[config.mk]
export PLATFORM = sky130hd
export DESIGN_NAME = modmul_rr_sched
export DESIGN_NICKNAME = d
export VERILOG_FILES = /design/src/rtl/modmul_rr_sched_pkg.sv /design/src/rtl/modmul_rr_sched_grant.sv /design/src/rtl/modmul_rr_sched_mul.sv /design/src/rtl/modmul_rr_sched.sv
export SDC_FILE = /design/constraint.sdc
export NUM_CORES = 1
export LEC_CHECK = 0
export ABC_CLOCK_PERIOD_IN_PS = 5200
export BUFFER_PORTS_ARGS = -buffer_cell sky130_fd_sc_hd__buf_2
export CORE_MARGIN = 5
export CORE_UTILIZATION = 30
export CTS_BUF_LIST = sky130_fd_sc_hd__clkbuf_4 sky130_fd_sc_hd__clkbuf_8
export DETAILED_ROUTE_END_ITERATION = 6
export GPL_ROUTABILITY_DRIVEN = 0
export MAX_ROUTING_LAYER = met4
export SYNTH_ARGS = -nofsm -noshare
export SYNTH_HDL_FRONTEND = slang
export SYNTH_SLANG_ARGS = --single-unit
[constraint.sdc]
create_clock -name clk -period 5.2 [get_ports clk]
set_clock_uncertainty 0.05 [all_clocks]
set_input_delay 0.78 -clock clk [delete_from_list [all_inputs] [get_ports clk]]
set_output_delay 0.78 -clock clk [all_outputs]
set_load 0.05 [all_outputs]
[src/rtl/modmul_rr_sched_pkg.sv]
// Shared constants and types for the round-robin modular-multiplier scheduler.
// Holds the modulus, Barrett constants, multiplier latency and FSM encoding.
package modmul_rr_sched_pkg;

  localparam int unsigned Q         = 3329;
  localparam int unsigned MUL_LAT   = 4;
  localparam int unsigned BARRETT_K = 24;
  localparam int unsigned BARRETT_M = 5039;  // floor(2^24 / 3329)

  typedef enum logic [1:0] {
    IDLE  = 2'd0,
    RUN   = 2'd1,
    DRAIN = 2'd2
  } state_e;

  // Lane-id width, kept at least one bit wide.
  function automatic int unsigned lane_id_w(input int unsigned n);
    return (n > 1) ? $clog2(n) : 1;
  endfunction

endpackage

[src/rtl/modmul_rr_sched_grant.sv]
// Combinational rotate-priority arbiter: grants the first valid lane at or
// after ptr, wrapping modulo NUM_REQ.
module rr_grant
  import modmul_rr_sched_pkg::*;
#(
  parameter int unsigned NUM_REQ = 4,
  parameter int unsigned ID_W    = lane_id_w(NUM_REQ)
) (
  input  logic [NUM_REQ-1:0] valid,
  input  logic [ID_W-1:0]    ptr,
  input  logic               en,
  output logic [NUM_REQ-1:0] grant,
  output logic [ID_W-1:0]    gid,
  output logic               found
);

  logic [ID_W-1:0] idx;

  always_comb begin
    grant = '0;
    gid   = '0;
    found = 1'b0;
    idx   = '0;
    if (en) begin
      for (int unsigned off = 0; off < NUM_REQ; off++) begin
        idx = ID_W'((32'(ptr) + off) % NUM_REQ);
        if (!found && valid[idx]) begin
          grant[idx] = 1'b1;
          gid        = idx;
          found      = 1'b1;
        end
      end
    end
  end

endmodule

[src/rtl/modmul_rr_sched_mul.sv]
// Four-stage Barrett multiplier mod 3329: product, quotient estimate,
// remainder, single correction. Inputs must be < 3329; no valid tracking.
module modular_mul
  import modmul_rr_sched_pkg::*;
#(
  parameter int unsigned data_width = 12
) (
  input  logic                  clk,
  input  logic                  rst,
  input  logic [data_width-1:0] a,
  input  logic [data_width-1:0] b,
  output logic [data_width-1:0] p
);

  localparam int unsigned DW = data_width;
  localparam int unsigned PW = 2 * data_width;
  localparam int unsigned QW = data_width + 1;
  localparam int unsigned MW = PW + 13;

  logic [PW-1:0] prod_q;
  logic [PW-1:0] prod2_q;
  logic [DW-1:0] qhat_q;
  logic [QW-1:0] r_q;

  // Estimate undershoots floor(x/q) by at most one, so r < 2q and one
  // conditional subtract finishes the reduction.
  always_ff @(posedge clk or posedge rst) begin
    if (rst) begin
      prod_q  <= '0;
      prod2_q <= '0;
      qhat_q  <= '0;
      r_q     <= '0;
      p       <= '0;
    end else begin
      prod_q  <= PW'(a) * PW'(b);
      prod2_q <= prod_q;
      qhat_q  <= DW'((MW'(prod_q) * MW'(BARRETT_M)) >> BARRETT_K);
      r_q     <= QW'(prod2_q - PW'(qhat_q) * PW'(Q));
      p       <= (r_q >= QW'(Q)) ? DW'(r_q - QW'(Q)) : DW'(r_q);
    end
  end

endmodule

[src/rtl/modmul_rr_sched.sv]
// Round-robin scheduler sharing one pipelined mod-3329 multiplier among lanes.
// Optional MODMUL_RR_PERF_EN adds the perf_ops accepted-handshake counter.
module modmul_rr_sched
  import modmul_rr_sched_pkg::*;
#(
  parameter int unsigned NUM_REQ = 4,
  parameter int unsigned DATA_W  = 12,
  parameter int unsigned TAG_W   = 4
) (
  input  logic                        clk,
  input  logic                        rst,
  input  logic                        hold,
  input  logic                        flush,
  input  logic [NUM_REQ-1:0]          req_valid,
  output logic [NUM_REQ-1:0]          req_ready,
  input  logic [NUM_REQ*DATA_W-1:0]   req_a,
  input  logic [NUM_REQ*DATA_W-1:0]   req_b,
  input  logic [NUM_REQ*TAG_W-1:0]    req_tag,
  output logic [NUM_REQ-1:0]          rsp_valid,
  output logic [DATA_W-1:0]           rsp_data,
  output logic [TAG_W-1:0]            rsp_tag,
  output logic                        busy
`ifdef MODMUL_RR_PERF_EN
  ,
  output logic [31:0]                 perf_ops
`endif
);

  localparam int unsigned ID_W = lane_id_w(NUM_REQ);

  state_e state_q, state_d;

  logic [ID_W-1:0]   ptr_q;
  logic [ID_W-1:0]   gid;
  logic              hs;
  logic              grant_en;
  logic              pending;
  logic [DATA_W-1:0] a_sel, b_sel;
  logic [TAG_W-1:0]  tag_sel;

  logic              op_valid_q;
  logic [ID_W-1:0]   op_id_q;
  logic [TAG_W-1:0]  op_tag_q;
  logic [DATA_W-1:0] op_a_q, op_b_q;
  logic [DATA_W-1:0] mul_p;

  logic [MUL_LAT-1:0] sv_valid;
  logic [ID_W-1:0]    sv_id  [MUL_LAT];
  logic [TAG_W-1:0]   sv_tag [MUL_LAT];

  assign grant_en = rst & ~hold & ~flush;

  rr_grant #(
    .NUM_REQ (NUM_REQ),
    .ID_W    (ID_W)
  ) u_grant (
    .valid (req_valid),
    .ptr   (ptr_q),
    .en    (grant_en),
    .grant (req_ready),
    .gid   (gid),
    .found (hs)
  );

  // Operand mux; grant is one-hot so an OR-reduction select suffices.
  always_comb begin
    a_sel   = '0;
    b_sel   = '0;
    tag_sel = '0;
    for (int i = 0; i < NUM_REQ; i++) begin
      if (req_ready[i]) begin
        a_sel   = a_sel   | req_a[i*DATA_W +: DATA_W];
        b_sel   = b_sel   | req_b[i*DATA_W +: DATA_W];
        tag_sel = tag_sel | req_tag[i*TAG_W +: TAG_W];
      end
    end
  end

  always_ff @(posedge clk or negedge rst) begin
    if (!rst) begin
      ptr_q <= '0;
    end else if (hs) begin
      ptr_q <= (32'(gid) == NUM_REQ - 1) ? '0 : gid + ID_W'(1);
    end
  end

  // Issue stage feeding the multiplier.
  always_ff @(posedge clk or negedge rst) begin
    if (!rst) begin
      op_valid_q <= 1'b0;
      op_id_q    <= '0;
      op_tag_q   <= '0;
      op_a_q     <= '0;
      op_b_q     <= '0;
    end else begin
      op_valid_q <= hs & ~flush;
      if (hs) begin
        op_id_q  <= gid;
        op_tag_q <= tag_sel;
        op_a_q   <= a_sel;
        op_b_q   <= b_sel;
      end
    end
  end

  modular_mul #(
    .data_width (DATA_W)
  ) u_mul (
    .clk (clk),
    .rst (~rst),
    .a   (op_a_q),
    .b   (op_b_q),
    .p   (mul_p)
  );

  // Side pipe carrying {valid, id, tag} in lockstep with the multiplier.
  always_ff @(posedge clk or negedge rst) begin
    if (!rst) begin
      sv_valid <= '0;
      for (int i = 0; i < MUL_LAT; i++) begin
        sv_id[i]  <= '0;
        sv_tag[i] <= '0;
      end
    end else begin
      sv_valid <= flush ? '0 : {sv_valid[MUL_LAT-2:0], op_valid_q};
      sv_id[0]  <= op_id_q;
      sv_tag[0] <= op_tag_q;
      for (int i = 1; i < MUL_LAT; i++) begin
        sv_id[i]  <= sv_id[i-1];
        sv_tag[i] <= sv_tag[i-1];
      end
    end
  end

  always_ff @(posedge clk or negedge rst) begin
    if (!rst) begin
      rsp_valid <= '0;
      rsp_data  <= '0;
      rsp_tag   <= '0;
    end else if (!flush && sv_valid[MUL_LAT-1]) begin
      rsp_valid <= NUM_REQ'(1) << sv_id[MUL_LAT-1];
      rsp_data  <= mul_p;
      rsp_tag   <= sv_tag[MUL_LAT-1];
    end else begin
      rsp_valid <= '0;
    end
  end

  // Ops that remain in flight after this edge (the last stage retires now).
  assign pending = op_valid_q | (|sv_valid[MUL_LAT-2:0]);

  always_ff @(posedge clk or negedge rst) begin
    if (!rst) state_q <= IDLE;
    else      state_q <= state_d;
  end

  always_comb begin
    state_d = state_q;
    case (state_q)
      IDLE:  if (hs) state_d = RUN;
      RUN: begin
        if (!pending && !hs)    state_d = IDLE;
        else if (hold && pending) state_d = DRAIN;
      end
      DRAIN: begin
        if (hs)            state_d = RUN;
        else if (!pending) state_d = IDLE;
      end
      default: state_d = IDLE;
    endcase
    if (flush) state_d = IDLE;
  end

  assign busy = (state_q != IDLE);

`ifdef MODMUL_RR_PERF_EN
  always_ff @(posedge clk or negedge rst) begin
    if (!rst)      perf_ops <= '0;
    else if (flush) perf_ops <= '0;
    else if (hs)   perf_ops <= perf_ops + 32'd1;
  end
`endif

endmodule

Word level (Yosys, flattened, before mapping)
Cells that the tools add are included.
- bits in registers: 157
- multiplexer cells: 60
- $lt $le $gt $ge: 9
- equal/unequal tests: 6
- add/sub/neg operators: 6
- shift operators: 1
- bitwise logic cells: 18
- multipliers: 3
- reduce and logical (&&, ||, !) cells: 20
- operator list (kind ; number):
    $mux W12 ; 9
    $or A12 B12 Y12 ; 6
    $mux W4 ; 14
    $mul A24 B13 Y36 const B ; 1
    $mul A12 B12 Y24 ; 1
    $mux W2 ; 12
    $or A4 B4 Y4 ; 6
    $mux W1 ; 16
    $ge A13 B12 Y1 const B ; 1
    $mul A12 B12 Y13 const B ; 1
    $sub A13 B13 Y13 ; 1
    $lt A2 B3 Y1 const B ; 4
    $sub A12 B12 Y12 const B ; 1
    $logic_and A1 B1 Y1 ; 10
    $bmux W1 S2 ; 4
    $demux W1 S2 ; 4
    $ge A2 B1 Y1 const B ; 4
    $ne A4 B4 Y1 const B ; 2
    $logic_not A1 Y1 ; 6
    $pmux W2 S3 ; 1
    $add A2 B1 Y2 const B ; 2
    $add A2 B2 Y2 const B ; 2
    $eq A2 B2 Y1 const B ; 2
    $shl A1 B2 Y4 const A ; 1
    other kinds (9) ; 12

Longest topological paths before layout
- depth after elaboration: 23
- depth in mapped cells: 21
- mapped depth without buffers: 20

Hierarchy
A second synthesis with hierarchy kept.
- cell total of the unflattened synthesis: 1666
- area total of the unflattened synthesis: 17275.3 um2
- modules (own cells, without submodules) (module ; times used ; area an instance (um2) ; cells an instance ; seq. area each (um2)):
    modular_mul ; 1 ; 13356.6 ; 1345 ; 1851.8
    modmul_rr_sched ; 1 ; 3367.0 ; 261 ; 2077.0
    rr_grant ; 1 ; 551.8 ; 60 ; 0.0

Least setup slack after synthesis
No wires, ideal clock.
- kind: reg2reg
- start point: register u_mul.prod_q[21]
- end point: register u_mul.qhat_q[11]
- data arrival time: 5.161 ns
- setup time: 0.069 ns
- data required time: 5.081 ns
- period minus slack after synthesis: 5.280 ns
- stages on the path, launching flop included: 20
- slack: -0.080 ns
- cell sequence: dfrtp_1 inv_1 fa_1 fa_1 inv_1 fa_1 fa_1 inv_1 fa_1 inv_1 ha_1 and3_1 a221oi_1 nor3b_1 nor3_1 o31ai_2 a21oi_2 o31ai_2 or4_1 nand3_1
- longest elaborated chain between the ends: 1
- ends and longest elaborated chain (item ; RTL line ; RTL):
    from (decl) ; modmul_rr_sched_mul.sv:20 ; logic [PW-1:0] prod_q;
    from (signal assigned) ; modmul_rr_sched_mul.sv:35 ; prod_q <= PW'(a) * PW'(b);
    $mul A24 B13 Y36 ; modmul_rr_sched_mul.sv:37 ; qhat_q <= DW'((MW'(prod_q) * MW'(BARRETT_M)) >> BARRETT_K);
    to (signal assigned) ; modmul_rr_sched_mul.sv:37 ;
    to (decl) ; modmul_rr_sched_mul.sv:22 ; logic [DW-1:0] qhat_q;
Every way passes these cells.
A chain may end at the register's enable or synchronous reset.

Worst setup path after layout
- start point: register u_mul.prod_q[12]
- end point: register u_mul.qhat_q[11]
Same word-level chain as after synthesis.

==> impl_metrics.toml <==
[critical_path]
crit_chain = "fa_1 -> fa_1 -> fa_1 -> fa_1 -> inv_2 -> fa_1 -> inv_2 -> ha_4 -> a2111o_1 -> a211oi_2 -> o31a_1 -> o31ai_4 -> a21oi_2 -> o31ai_2 -> or4_1 -> nand3_2"
reg2reg_slack_ps = -90
cp.buffers_inverters = 2
cp_common_cell = "fa_1"
critPathLaunchType = "flop"
slowest_delay_ps = 580
cp.required_ps = 5560
cp-end-kind = "flop"
worstPathMaxFanout = 4
crit_family = "adder cells"
arrival_ps = 5660
slowest_stage = "fa_1"
worstSetupPathType = "reg -> reg"

[timing]
period_share_pct = 102
maxSlewHeadroom_pct = 55.2
setup_violations = 1
rsz0062_at_grt = "true"
worst_slew_pin_slew_ps = 672
setup_ws_ps = -94.4
fmax_mhz = 189
final-hold-violation-count = 0
period_minus_slack_ps = 5290
finalMaxSlewViolations = 0

[placed_design]
dp_cells = 2502
placed_area_um2 = 18800
hpwlAfterDp_um = 30400
portBuffers = 144

[clock_tree]
cts_max_path_buffers = 2
clk_latency_ps = 500
cts_buffers = 17
cts-htree-levels = 4
cts_hold_repair.buffers = 0
cts_tree = "done"
cts.sink_count = 157
path_clk_slew_ps = 120
root_buffer = "clkbuf_8"

[outcome]
violations = "negative setup slack"
status = "finished with violations"

[synth]
netlist_instances = 1586
synth_nets = 2165
ys_ff_latch = 157
yosysWarnings = 0
synth.most_common_cell = "inv_1"
synth-edff-count = 0
avgSynthCellArea_um2 = 10.4
synth_top_area_share_pct = 28.1
syn-cell-area_um2 = 16600
synth_common_cells = "inv_1, fa_1, ha_1, dfrtp_1, nand2_1"
synth-seq-area-share_pct = 23.7
synth_cell_types = 64
synthTopCellsByArea = "fa_1, dfrtp_1, ha_1"
yosys.area.top_type = "fa_1"
synth_flop_cell = "dfrtp_1"
async_reset_ff_share_pct = 100

[final_layout]
final_util_pct = 36.4
area_growth_pct = 20.6
nets = 2428
finalInstanceArea_um2 = 20000
fin_cells = 2566
diodes = 0
drive_above_1_share_pct = 24.8
fillCellCount = 5440

[grt]
grt_pass1_vias = 12666
grt_util_all_layers_pct = 12.7
antenna_found_initial = 0
grt_pass1_wl_um = 61500
grt_overflow = 0
grt_max_degree = 60

[route]
vias_per_cell = 4.53
drc = 0
drt_first_pass_iters = 7
avgRoutedWirePerCell_um = 14.1
first_iter_violations = 631
drtAntennaViolNets = 0
drt-total-wl_um = 36200
dr_total_vias = 11612

[floorplanning]
rows = 86
start_util_pct = 30.2
die_area_um2 = 60000
core-area_um2 = 54900
die_width_um = 245
dieHeight_um = 245
io_pins = 145

[job]
drv_cap = 0

[hold_path]
hp-class = "in -> async"
worst register-to-register path, delay by kind of cell, from the launching register on:
| kind | cells | cell delay, ps |
|---|---|---|
| AO/OA/AOI/OAI | 6 | 1170 |
| flip-flops | 1 | 460 |
| adder cells (fa/ha/maj) | 6 | 2830 |
| buffers and inverters | 2 | 90 |
| AND/OR/NAND/NOR | 2 | 610 |
layer usage:
metal / wire length (um) / global-route usage (%) / share of wire, % / vias to the layer above
met5: 0 / - / 0 / -
met4: 752 / 2.97 / 2.1 / 0
met3: 1490 / 2.07 / 4.1 / 53
met2: 17900 / 21.5 / 49 / 291
met1: 16100 / 16.1 / 44 / 5678
li1: - / - / - / 5590
layout by cell type, fill, tap and decap left out, types with 24 or more instances in the layout:
| cell type | instances |
|---|---|
| buf_2 | 143 |
| a31oi_1 | 31 |
| a21oi_1 | 24 |
| and2_1 | 43 |
| dfrtp_1 | 137 |
| a22oi_1 | 56 |
| inv_1 | 318 |
| nand2_1 | 120 |
| fa_1 | 216 |
| nor2_1 | 57 |
| xnor2_1 | 42 |
| buf_4 | 138 |
| ha_1 | 209 |
logic make-up (layout without fill, tap and decap cells):
logic type                 Yosys count  in the layout  share of synthesized area, %
AOI/OAI and AO/OA                  208            208                          8.83
xor gates and xnor gates            64             64                          3.38
adders and majority gates          459            459                          45.2
buffers and inverters              377            653                          8.90
DFF                                157            157                          23.7
muxes                               19             19                          1.42
and+or+nand+nor                    302            302                          8.56
stage by stage:
step | hold WS, ps | setup WS [ps] | setup TNS (ps)
floorplan | 281 | 7.27 | 0
global placement | 285 | -124 | -210
detailed placement | 285 | -182 | -562
CTS | 193 | -110 | -110
global route | 226 | -233 | -844
finish | 208 | -94.4 | -94.4
flip-flops by register name (all words and copies together) (netlist names), 4 cells and up:
register / flops
op_tag_q: 4
rsp_data: 12
sv_tag: 16
op_a_q: 12
op_b_q: 12
rsp_tag: 4
u_mul.r_q: 13
u_mul.qhat_q: 12
u_mul.prod_q: 24
sv_id: 8
u_mul.p: 12
rsp_valid: 4
sv_valid: 4
u_mul.prod2_q: 13
layout make-up:
class                           count  area, um^2  share of cell area, %
Multi-Input combinational cell   1052       11600                   58.3
Sequential cell                   157        3950                   19.8
Timing Repair Buffer              292        1880                   9.38
Inverter                          329        1230                   6.18
Tap cell                          704         881                   4.41
Clock buffer                       18         248                   1.24
Clock inverter                     14         146                  0.732
repair_timing:
action | in CTS | in global routing
buffers inserted | 12 | 21
gates resized for setup | 39 | 91
setup endpoints to repair | 10 | 17
pin swaps | 34 | 77
worst paths after layout:
| kind | to | depth (start not counted) | from |
|---|---|---|---|
| hold reg to reg | sv_tag[7] | 0 | sv_tag[11] |
| hold / removal | rsp_data[10] | 1 | rst |
| setup / recovery | u_mul.qhat_q[11] | 16 | u_mul.prod_q[12] |
| max in group asynchronous | u_mul.prod_q[15] | 2 | rst |
| min in group clk | sv_tag[7] | 0 | sv_tag[11] |
| setup reg to reg | u_mul.qhat_q[11] | 16 | u_mul.prod_q[12] |
Power is not shown: default switching activity piles up to over one toggle a cycle in this logic, so the estimate is an artifact.
